File: config.mk
export PLATFORM = sky130hd
export DESIGN_NAME = kernel_window_gen
export DESIGN_NICKNAME = d
export VERILOG_FILES = /design/src/rtl/kernel_window_gen.sv
export SDC_FILE = /design/constraint.sdc
export NUM_CORES = 1
export LEC_CHECK = 0
export BUFFER_PORTS_ARGS = -buffer_cell sky130_fd_sc_hd__clkbuf_2
export CAP_MARGIN = 15
export CORE_MARGIN = 2
export CORE_UTILIZATION = 60
export DETAILED_ROUTE_END_ITERATION = 7
export PLACE_DENSITY = 0.83
export RECOVER_POWER = 50
export SLEW_MARGIN = 15
export SYNTH_ARGS = -nofsm -noshare
export SYNTH_HDL_FRONTEND = slang
export SYNTH_SLANG_ARGS = --single-unit
File: constraint.sdc
create_clock -name clk -period 2.94 [get_ports clk]
set_input_delay 0 -clock clk [delete_from_list [all_inputs] [get_ports clk]]
set_output_delay 0 -clock clk [all_outputs]
set_load 0.005 [all_outputs]
File: src/rtl/kernel_window_gen.sv
`default_nettype none
// +----------------------------------------------------------------------------+
// | Module   : kernel_window_gen                                               |
// | Function : Sliding 1-D pixel window generator. Pixels stream in, and each  |
// |            window of KERNEL_LEN consecutive pixels from the same line is   |
// |            emitted as one packed word. Lane 0 holds the oldest pixel.      |
// | Revision : 1.0 - initial release                                           |
// +----------------------------------------------------------------------------+
module kernel_window_gen #(
  parameter int KERNEL_LEN = 8,
  parameter int I_OPP_W    = 8,
  parameter int LINE_W     = 640
) (
  input  logic                          clk,
  input  logic                          aresetn,
  input  logic [I_OPP_W-1:0]            pix_in,
  input  logic                          pix_valid,
  input  logic                          pix_sol,
  output logic                          pix_ready,
  output logic [I_OPP_W*KERNEL_LEN-1:0] x,
  output logic                          x_valid,
  input  logic                          x_ready,
  output logic                          x_eol
);

  localparam int FILL_W = $clog2(KERNEL_LEN + 1);
  localparam int COL_W  = (LINE_W > 1) ? $clog2(LINE_W) : 1;
  localparam int WIN_W  = I_OPP_W * KERNEL_LEN;

  localparam logic [FILL_W-1:0] C_FULL     = FILL_W'(KERNEL_LEN);
  localparam logic [COL_W-1:0]  C_LAST_COL = COL_W'(LINE_W - 1);

  // FILL: fewer than KERNEL_LEN pixels of the current line held.
  // STREAM: the shift register holds a complete window.
  typedef enum logic [0:0] {
    ST_FILL   = 1'b0,
    ST_STREAM = 1'b1
  } state_t;

  state_t              r_state;
  state_t              w_state_next;
  logic [WIN_W-1:0]    r_sr;
  logic [WIN_W-1:0]    w_sr_next;
  logic [FILL_W-1:0]   r_fill;
  logic [FILL_W-1:0]   w_fill_inc;
  logic [FILL_W-1:0]   w_fill_next;
  logic [COL_W-1:0]    r_col;
  logic [COL_W-1:0]    w_col_eff;
  logic [COL_W-1:0]    w_col_next;
  logic                w_accept;
  logic                w_is_last;
  logic                w_load;
  logic [WIN_W-1:0]    r_x;
  logic                r_x_valid;
  logic                r_x_eol;

  // Accept whenever the output register is empty or being drained this cycle.
  assign pix_ready = !r_x_valid || x_ready;
  assign w_accept  = pix_valid && pix_ready;

  assign x       = r_x;
  assign x_valid = r_x_valid;
  assign x_eol   = r_x_eol;

  // Shift register next value: every lane moves one step towards lane 0,
  // the incoming pixel lands in the newest lane.
  always_comb begin
    w_sr_next = r_sr;
    for (int i = 0; i < KERNEL_LEN - 1; i++) begin
      w_sr_next[i*I_OPP_W +: I_OPP_W] = r_sr[(i+1)*I_OPP_W +: I_OPP_W];
    end
    w_sr_next[(KERNEL_LEN-1)*I_OPP_W +: I_OPP_W] = pix_in;
  end

  // Next-state and counter logic. A start-of-line pixel is column 0 and
  // restarts the fill, so stale lanes are never part of an emitted window;
  // the last column of a line clears fill so no window straddles two lines.
  always_comb begin
    w_col_eff    = pix_sol ? '0 : r_col;
    w_is_last    = (w_col_eff == C_LAST_COL);
    w_fill_next  = r_fill;
    w_col_next   = r_col;
    w_load       = 1'b0;
    if (pix_sol) begin
      w_fill_inc = FILL_W'(1);
    end else if (r_state == ST_STREAM) begin
      w_fill_inc = C_FULL;
    end else begin
      w_fill_inc = r_fill + FILL_W'(1);
    end
    if (w_accept) begin
      w_load      = (w_fill_inc == C_FULL);
      w_fill_next = w_is_last ? '0 : w_fill_inc;
      w_col_next  = w_is_last ? '0 : (w_col_eff + COL_W'(1));
    end
    w_state_next = (w_fill_next == C_FULL) ? ST_STREAM : ST_FILL;
  end

  // State, fill and column registers.
  always_ff @(posedge clk or negedge aresetn) begin
    if (!aresetn) begin
      r_state <= ST_FILL;
      r_fill  <= '0;
      r_col   <= '0;
    end else begin
      r_state <= w_state_next;
      r_fill  <= w_fill_next;
      r_col   <= w_col_next;
    end
  end

  // Pixel shift register advances only on an accepted pixel.
  always_ff @(posedge clk or negedge aresetn) begin
    if (!aresetn) begin
      r_sr <= '0;
    end else if (w_accept) begin
      r_sr <= w_sr_next;
    end
  end

  // Output window register: load a completed window, otherwise hold until
  // the consumer takes it. A load can only happen when the register is free.
  always_ff @(posedge clk or negedge aresetn) begin
    if (!aresetn) begin
      r_x       <= '0;
      r_x_valid <= 1'b0;
      r_x_eol   <= 1'b0;
    end else if (w_load) begin
      r_x       <= w_sr_next;
      r_x_valid <= 1'b1;
      r_x_eol   <= w_is_last;
    end else if (x_ready) begin
      r_x_valid <= 1'b0;
    end
  end

endmodule
`default_nettype wire

==> results.md, run 1 <==
* Synth warn at 0
* Top Ports at 80
* Most frequent cells in the layout: nand2_1, dfrtp_1, clkbuf_2
* WL per Instance at 16.74 um
* Cell count after synthesis at 479
* Max-cap violations at 1
* Critical path required time at 3.35 ns
* Final setup fails at 0
* Crit-path max FO at 5
* Share of layout cells above drive strength 1 at 0.2247
* Crit path time final at 2.360 ns
* CP bufs+invs at 0
* Hold slack at 0.07635 ns
* Worst Setup End Kind: flip-flop
* Final period util at 0.8028
* Number of inserted diodes at 0
* Post-synth EDFFs at 0
* CP max stage delay at around 0.6 ns
* Crit-path cells: nor2b_1, ha_1, nand4_1, nor4_1, o21ai_0, a32o_1
* Met3 wire length at 617 um
* Via count at 3,922
* Post-synth top area cell: dfrtp_1
* Clock Tree Buf Depth at 2
* Met2 routed WL at 5.862 mm
* Total Power at 5.239 mW
* Vias in the first global route at 3,941
* Dpl hpwl at between 6 and 7 mm
* Crit path max-delay family: simple AND/OR/NAND/NOR gates
* Post-Route M1 WL at 4.793 mm
* Top post-synthesis cells by area: dfrtp_1, nand2_1, mux2_1
* Asr flop ratio synth at 1.000
* Maximum clock rate at ~0.42 GHz
* VDD IR-drop max at roughly 0.5 mV
* Crit path DAT at between 2 and 3 ns
* Overflow after GRT at 0
* Root buffer cell: clkbuf_8
* Seq cells post-synth at 137
* Chip width at 99.38 um
* PwrDens at 785.3 nW/um2
* Clk slew on worst S/H paths at ~0.060 ns
* Area growth syn-to-layout at 22.24%
* Synth top area share at 0.6282
* Final hold violation count at 0
* Starting Density at 0.6228
* Site Rows at 34
* Kind of critical path: reg -> reg
* All-Layer GR Usage at 0.2535
* Crit path max-delay cell type: nor4_1
* Initial drt markers at 240
* Worst Skew at between 0.006 and 0.007 ns
* Rel. slew slack at -0.09403
* CTS tree: built
* Setup Slack @ Placement at 0.6540 ns
* Largest net degree at the start of global routing at 127
* Clock Latency Late Sink at 0.52 ns
* Final ANT Viol Nets at 0
* Mean area per synthesized cell at 11.39 um2
* Post-Layout Cell Count at between 600 and 700
* Max-slew violations at 127
* Fin Setup TNS at 0 ns
* Top layer in use: met4
* Mapped Nets at 494
* Die ar. at 9875 um2
* Synth Flop Type: dfrtp_1
* Post-route DRC at 0
* Final worst slack at 0.5798 ns
* Fin nets at 586
* Placed insts at 648
* Vias per cell at 5.676
* Failing checks: max-capacitance violations, max-slew violations
* Sequential area share after synthesis at 0.6282
* DRT Wirelength at between 10 and 15 mm
* Synth Cell Area at 5458 um2
* Critical path launch point type: flip-flop
* Initial antenna violation count at 0
* 1st-pass router iterations at 6
* Total core area at 8763 um2
* Hold crit path type: in -> reg
* # clock sinks at 137
* Global placer's final weighted congestion at 0.8656
* Outcome: complete, but fails checks
* RSZ-0062 raised after global routing: no
* Worst-Margin Slew at 1.641 ns
* CTS buffer count at 17
* Die height at 99.38 um
* Port buffer count at 79
* Global-route wire length before repair at 19.62 mm
* Leak at 3.538 nW
* Yosys cell types at 40
* Most common cell after layout, fill and taps aside: nand2_1
* Gates resized, CTS repair at 0
* H-tree depth at 4
-- logic make-up (layout without fill, tap and decap cells) --
logic type / after synthesis / in the layout / synth area share
mux: 67 / 67 / 0.1378
fa+ha+maj: 2 / 2 / 0.004584
buf+inv: 30 / 134 / 0.02774
simple gates: 210 / 210 / 0.1580
flops: 137 / 137 / 0.6282
xor+xnor: 1 / 1 / 0.001605
compound gates: 32 / 32 / 0.04218
-- worst paths after layout --
check	startpoint	end	slack, ns	cells after the start
worst max-delay path	r_col[0]	r_col[7]	0.58	6
worst min-delay path	pix_valid	r_fill[1]	0.08	3
worst max register to register	r_col[0]	r_col[7]	0.58	6
worst min register to register	x[24]	x[24]	0.48	1
max in group asynchronous	aresetn	r_state	1.44	3
min in group asynchronous	aresetn	x[12]	0.43	2
-- per-layer routing --
| layer | global-route usage | up-vias |
|---|---|---|
| met5 | 0 | - |
| met2 | 0.4210 | 148 |
| li1 | - | 1779 |
| met1 | 0.3262 | 1963 |
| met4 | 0.1001 | 0 |
| met3 | 0.05903 | 32 |
-- worst reg2reg max path, cell delays in order (launching register included) --
cell and delay (ns):
dfrtp_1 0.43, nor2b_1 0.22, ha_1 0.28, nand4_1 0.28
nor4_1 0.60, o21ai_0 0.16, a32o_1 0.28
-- timing repair --
item | 4_1_cts | 5_1_grt
setup buffers | 0 | 0
hold buffers | 12 | 0
setup endpoints to repair | 0 | 0
hold endpoints to repair | 145 | 0
-- synthesized netlist by cell type (4+ instances only) --
master      n
a21oi_1     5
buf_2       4
buf_6       4
clkbuf_1   13
dfrtp_1   137
inv_1       6
mux2_1     39
mux2_2     26
nand2_1   181
nand3_1     4
nor2_1      4
nor2b_1     4
nor3_1      4
nor4_1      6
o21ai_0     9
o31ai_1     4
-- area by class of cell --
type / count / area, um2
Sequential cell: 137 / 3428
Fill cell: 572 / 2092
Multi-Input combinational cell: 312 / 1886
Timing Repair Buffer: 96 / 549.3
Clock buffer: 18 / 427.9
Clock inverter: 13 / 219.0
Tap cell: 108 / 135.1
Inverter: 7 / 26.28
-- flip-flops by register name (all words and copies together), names as in the netlist --
| register | flops |
|---|---|
| x | 64 |
| r_sr | 56 |
| x_eol | 1 |
| r_fill | 4 |
| x_valid | 1 |
| r_col | 10 |
| r_state | 1 |
-- where the power goes --
part | internal, mW | switching [mW] | leakage, nW | total, mW
Combinational | 0.261 | 0.302 | 1.40 | 0.563
Sequential | 2.17 | 0.212 | 1.83 | 2.38
Clock | 1.49 | 0.806 | 0.306 | 2.30
-- per-stage QoR --
stage                     utilization  cell area (um2)
after floorplan                     -             5458
after global placement         0.6763             5927
after detailed placement       0.6763             5927
after CTS                      0.7638             6694
after global routing           0.7613             6671
final                          0.7613             6671
Note: power is estimated with default switching activity, not from simulation.
==> inputs of run 2 (changes only) <==
--- a/config.mk
+++ b/config.mk
@@ -8,9 +8,9 @@
 export BUFFER_PORTS_ARGS = -buffer_cell sky130_fd_sc_hd__clkbuf_2
 export CAP_MARGIN = 15
 export CORE_MARGIN = 2
-export CORE_UTILIZATION = 60
+export CORE_UTILIZATION = 56
 export DETAILED_ROUTE_END_ITERATION = 7
-export PLACE_DENSITY = 0.83
+export PLACE_DENSITY = 0.78
 export RECOVER_POWER = 50
 export SLEW_MARGIN = 15
 export SYNTH_ARGS = -nofsm -noshare
==> constraint.sdc (replaced) <==
create_clock -name clk -period 2.5 [get_ports clk]
set_input_delay 0 -clock clk [delete_from_list [all_inputs] [get_ports clk]]
set_output_delay 0 -clock clk [all_outputs]
set_load 0.005 [all_outputs]
==> results.md, run 2 (synthesized netlist as in run 1, its figures left out) <==
* Final worst slack at 0.1226 ns (was 0.5798 ns)
* Clock share of power at 0.438 (was 0.439)
* Sequential Power Share at 0.453 (was 0.454)
* Number of inserted diodes at 0 (unchanged)
* Final period util at 0.9510 (was 0.8028)
* Critical path launch point type: flip-flop (unchanged)
* Hold crit path type: in -> reg (unchanged)
* Port buffer count at 79 (unchanged)
* Initial antenna violation count at 0 (unchanged)
* VDD IR-drop max at 0.5348 mV (was 0.4990 mV)
* Crit path DAT at 2.77 ns (about the same)
* Area growth syn-to-layout at 24.44% (was 22.24%)
* Die height at 102.7 um (was 99.38 um)
* # clock sinks at 137 (unchanged)
* RSZ-0062 raised after global routing: no (unchanged)
* Most frequent cells in the layout: nand2_1, dfrtp_1, clkbuf_2 (unchanged)
* Fin Setup TNS at 0 ns (unchanged)
* Worst Skew at 0.005750 ns (was 0.006502 ns)
* Sw Share at 0.2497 (was 0.2521)
* Top Ports at 80 (unchanged)
* Global-route wire length before repair at 18.55 mm (was 19.62 mm)
* Clk slew on worst S/H paths at 0.06 ns (about the same)
* Total core area at 9594 um2 (was 8763 um2)
* Vias per cell at 5.311 (was 5.676)
* All-Layer GR Usage at 0.2286 (was 0.2535)
* Dpl hpwl at 6.851 mm (was 6.583 mm)
* PwrDens at 905.6 nW/um2 (was 785.3 nW/um2)
* Global placer's final weighted congestion at 0.7661 (was 0.8656)
* Final setup fails at 0 (unchanged)
* Via count at 3,856 (was 3,922)
* Worst Setup End Kind: flip-flop (unchanged)
* Largest net degree at the start of global routing at 76 (was 127)
* Root buffer cell: clkbuf_8 (unchanged)
* Sw power at 1.536 mW (was 1.321 mW)
* Share of layout cells above drive strength 1 at 0.2310 (was 0.2247)
* CTS tree: built (unchanged)
* Outcome: complete, but fails checks (unchanged)
* Vias in the first global route at 3,857 (was 3,941)
* Setup Slack @ Placement at 0.1827 ns (was 0.6540 ns)
* Comb pwr share at 0.109 (was 0.108)
* Overflow after GRT at 0 (unchanged)
* WL per Instance at 15.86 um (was 16.74 um)
* Max-slew violations at 75 (was 127)
* Most common cell after layout, fill and taps aside: nand2_1 (unchanged)
* Max-cap violations at 1 (unchanged)
* Crit-path max FO at 21 (was 5)
* H-tree depth at 4 (unchanged)
* Chip width at 102.7 um (was 99.38 um)
* Internal power at 4.615 mW (was 3.918 mW)
* Fin nets at 595 (was 586)
* CTS buffer count at 17 (unchanged)
* Critical path required time at 2.89 ns (was 3.35 ns)
* Initial drt markers at 201 (was 240)
* Site Rows at 36 (was 34)
* Final ANT Viol Nets at 0 (unchanged)
* Clock Tree Buf Depth at 2 (unchanged)
* Max reg flops at 64 (unchanged)
* Maximum clock rate at 0.4206 GHz (was 0.4237 GHz)
* Rel. slew slack at -0.2367 (was -0.09403)
* Starting Density at 0.5689 (was 0.6228)
* Final hold violation count at 0 (unchanged)
* Clock Latency Late Sink at 0.51 ns (was 0.52 ns)
* 1st-pass router iterations at 4 (was 6)
* Kind of critical path: reg -> reg (unchanged)
* Crit path time final at 2.377 ns (was 2.360 ns)
* Worst-Margin Slew at 1.855 ns (was 1.641 ns)
* Failing checks: max-capacitance violations, max-slew violations (unchanged)
* Die ar. at 10,550 um2 (was 9875 um2)
* Hold slack at 0.2374 ns (was 0.07635 ns)
* DRT Wirelength at 11.51 mm (was 11.56 mm)
* Post-route DRC at 0 (unchanged)
* Leak at 3.598 nW (was 3.538 nW)
-- run 2: cell count changes in the layout (fill, tap and decap cells not counted), moves of 2 or more --
cell        change
buf_4           +4
inv_6           +2
clkinvlp_4      -3
buf_12          +2
clkbuf_1        +3
clkinv_2        +3
-- run 2: what timing repair did --
item	CTS	global route
hold buffers	13	0
setup endpoints to repair	0	2
buffers inserted	0	3
gates resized for setup	0	1
endpoints found under the hold margin	98	0
-- run 2: layer usage --
| metal | up-vias | wire length (um) | track usage |
|---|---|---|---|
| met4 | 0 | 176 | 0.08615 |
| met2 | 114 | 5614 | 0.3640 |
| li1 | 1800 | - | - |
| met3 | 22 | 680 | 0.06644 |
| met1 | 1920 | 5041 | 0.3001 |
| met5 | - | 0 | 0 |
-- run 2: through the flow --
step	power (mW)	utilization	cell area, um2	std cells
after floorplan	3.106	-	5458	479
after global placement	3.420	0.6275	6021	678
after detailed placement	3.471	0.6275	6021	678
after CTS	6.203	0.7084	6797	723
after global routing	6.416	0.7079	6792	726
final	6.151	0.7079	6792	726
-- run 2: area by class of cell --
| cell class | instances | area [um2] |
|---|---|---|
| Tap cell | 133 | 166.4 |
| Clock buffer | 18 | 427.9 |
| Clock inverter | 14 | 217.7 |
| Multi-Input combinational cell | 312 | 1886 |
| Inverter | 7 | 26.28 |
| Fill cell | 685 | 2803 |
| Sequential cell | 137 | 3428 |
| Timing Repair Buffer | 105 | 639.4 |
-- run 2: critical path, stage by stage (launching register included) --
cell and delay (ns):
dfrtp_1 0.46, ha_1 0.27, xnor2_1 0.14, a31oi_1 0.19, nor4_4 0.53, buf_6 0.30, mux2_1 0.36
-- run 2: worst paths after layout --
path	from	end	slack, ns	cells after the start
hold / removal	pix_in[7]	r_sr[63]	0.24	4
setup reg to reg	r_fill[0]	x[46]	0.12	6
setup / recovery	r_fill[0]	x[46]	0.12	6
hold reg to reg	r_sr[15]	r_sr[15]	0.47	2
min in group asynchronous	aresetn	x[29]	0.53	2
max in group asynchronous	aresetn	x_eol	0.65	3
-- run 2: power groups by stage --
stage                     logic (mW)  registers, mW  clock network, mW
final                          0.668           2.79               2.70
after global routing           0.762           2.83               2.83
after CTS                      0.694           2.78               2.73
after detailed placement       0.661           2.81                  0
after global placement         0.630           2.79                  0
after floorplan                0.340           2.77                  0
==> inputs of run 3 (changes only) <==
==> constraint.sdc (replaced) <==
create_clock -name clk -period 2.6 [get_ports clk]
set_input_delay 0 -clock clk [delete_from_list [all_inputs] [get_ports clk]]
set_output_delay 0 -clock clk [all_outputs]
set_load 0.005 [all_outputs]
==> results.md, run 3 (synthesized netlist as in run 1, its figures left out) <==
* Post-route DRC at 0 (unchanged)
* RSZ-0062 raised after global routing: no (unchanged)
* Crit-path max FO at 65 (was 21)
* Cts hold-fix bufs at 12 (was 13)
* Rel. slew slack at -0.2810 (was -0.2367)
* Global placer's final weighted congestion at 0.8190 (was 0.7661)
* Failing checks: max-capacitance violations, max-slew violations (unchanged)
* PwrDens at 837.5 nW/um2 (was 905.6 nW/um2)
* Max-slew violations at 81 (was 75)
* Critical path required time at 3.00 ns (was 2.89 ns)
* Final period util at 0.8564 (was 0.9510)
* # clock sinks at 137 (unchanged)
* Vias in the first global route at 3,711 (was 3,857)
* Clock Latency Late Sink at 0.52 ns (was 0.51 ns)
* Final setup fails at 0 (unchanged)
* Critical path launch point type: flip-flop (unchanged)
* Initial drt markers at 180 (was 201)
* Kind of critical path: reg -> reg (unchanged)
* Top Ports at 80 (unchanged)
* Overflow after GRT at 0 (unchanged)
* Clock Tree Buf Depth at 2 (unchanged)
* Starting Density at 0.5689 (unchanged)
* Leak at 3.494 nW (was 3.598 nW)
* Fin Setup TNS at 0 ns (unchanged)
* Chip width at 102.7 um (unchanged)
* Crit path time final at 2.227 ns (was 2.377 ns)
* Initial antenna violation count at 0 (unchanged)
* Most common cell after layout, fill and taps aside: nand2_1 (unchanged)
* H-tree depth at 4 (unchanged)
* 1st-pass router iterations at 5 (was 4)
* # Post-CTS Setup Buffers at 0 (unchanged)
* Fin nets at 589 (was 595)
* Worst Skew at 0.006410 ns (was 0.005750 ns)
* Via count at 3,717 (was 3,856)
* CTS tree: built (unchanged)
* Worst-Margin Slew at 1.922 ns (was 1.855 ns)
* Site Rows at 36 (unchanged)
* CTS buffer count at 17 (unchanged)
* All-Layer GR Usage at 0.2211 (was 0.2286)
* Dpl hpwl at 6.729 mm (was 6.851 mm)
* Total core area at 9594 um2 (unchanged)
* Hold crit path type: in -> reg (unchanged)
* Worst Setup End Kind: flip-flop (unchanged)
* DRT Wirelength at 10.73 mm (was 11.51 mm)
* Vias per cell at 5.163 (was 5.311)
* Die ar. at 10,550 um2 (unchanged)
* Max reg flops at 64 (unchanged)
* Die height at 102.7 um (unchanged)
* VDD IR-drop max at 0.5228 mV (was 0.5348 mV)
* Hold slack at 0.01106 ns (was 0.2374 ns)
* Max-cap violations at 1 (unchanged)
* Largest net degree at the start of global routing at 81 (was 76)
* Number of inserted diodes at 0 (unchanged)
* Global-route wire length before repair at 17.77 mm (was 18.55 mm)
* WL per Instance at 14.91 um (was 15.86 um)
* Maximum clock rate at 0.4491 GHz (was 0.4206 GHz)
* Port buffer count at 79 (unchanged)
* Root buffer cell: clkbuf_8 (unchanged)
* Gates resized, CTS repair at 0 (unchanged)
* Outcome: complete, but fails checks (unchanged)
* Design area at 6635 um2 (was 6792 um2)
* Area post-placement at 5993 um2 (was 6021 um2)
* Area growth syn-to-layout at 21.57% (was 24.44%)
* Most frequent cells in the layout: nand2_1, dfrtp_1, clkbuf_2 (unchanged)
* Final ANT Viol Nets at 0 (unchanged)
* Share of layout cells above drive strength 1 at 0.2129 (was 0.2310)
* Crit path DAT at 2.63 ns (was 2.77 ns)
* Final hold violation count at 0 (unchanged)
* Clk slew on worst S/H paths at 0.06 ns (about the same)
run 3: changes by cell type in the layout (fill, tap and decap cells not counted), moves of 2 or more:
cell,before,now
clkinvlp_4,0,2
buf_4,8,3
clkbuf_2,62,58
bufinv_16,5,2
clkbuf_1,18,24
run 3: layout make-up:
cell class              instances  area [um2]
repair buffers                 99       563.0
flip-flops and latches        137        3428
multi-input cells             312        1886
inverters                       7       26.28
clock inverters                14       147.6
well taps                     133       166.4
clock buffers                  18       417.9
fillers                       702        2959
run 3: power by group:
| part | switching, mW | internal [mW] |
|---|---|---|
| logic | 0.326 | 0.292 |
| registers | 0.226 | 2.45 |
| clock network | 0.896 | 1.37 |
| total | 1.45 | 4.11 |
run 3: per-stage QoR:
stage	utilization	cells	setup slack (ns)	power, mW
2_1_floorplan	-	479	0.6972	2.986
3_3_place_gp	0.6247	676	0.4918	3.290
3_5_place_dp	0.6247	676	0.4464	3.337
4_1_cts	0.6961	720	0.3966	5.625
5_1_grt	0.6916	720	0.1448	5.827
6_report	0.6916	720	0.3733	5.557
run 3: per-layer routing:
layer	global-route usage	share of wire	routed length, um
met1	0.2982	0.45	4837
met2	0.3404	0.48	5123
met3	0.07932	0.055	594
met4	0.06769	0.016	176
met5	0	0	0
run 3: critical path, stage by stage, from the launching register on:
cell	delay [ns]
dfrtp_1	0.46
ha_1	0.28
xnor2_1	0.17
a31oi_1	0.17
nor4_4	0.25
buf_12	0.34
mux2_1	0.37
run 3: worst paths after layout:
path,start,endpoint,slack [ns],depth (start not counted)
worst max-delay path,r_fill[0],x[52],0.37,6
worst min-delay path,pix_valid,x_eol,0.01,4
worst max register to register,r_fill[0],x[52],0.37,6
worst min register to register,r_sr[10],r_sr[10],0.47,2
max in group asynchronous,aresetn,r_sr[25],0.62,3
min in group asynchronous,aresetn,r_col[6],0.57,2
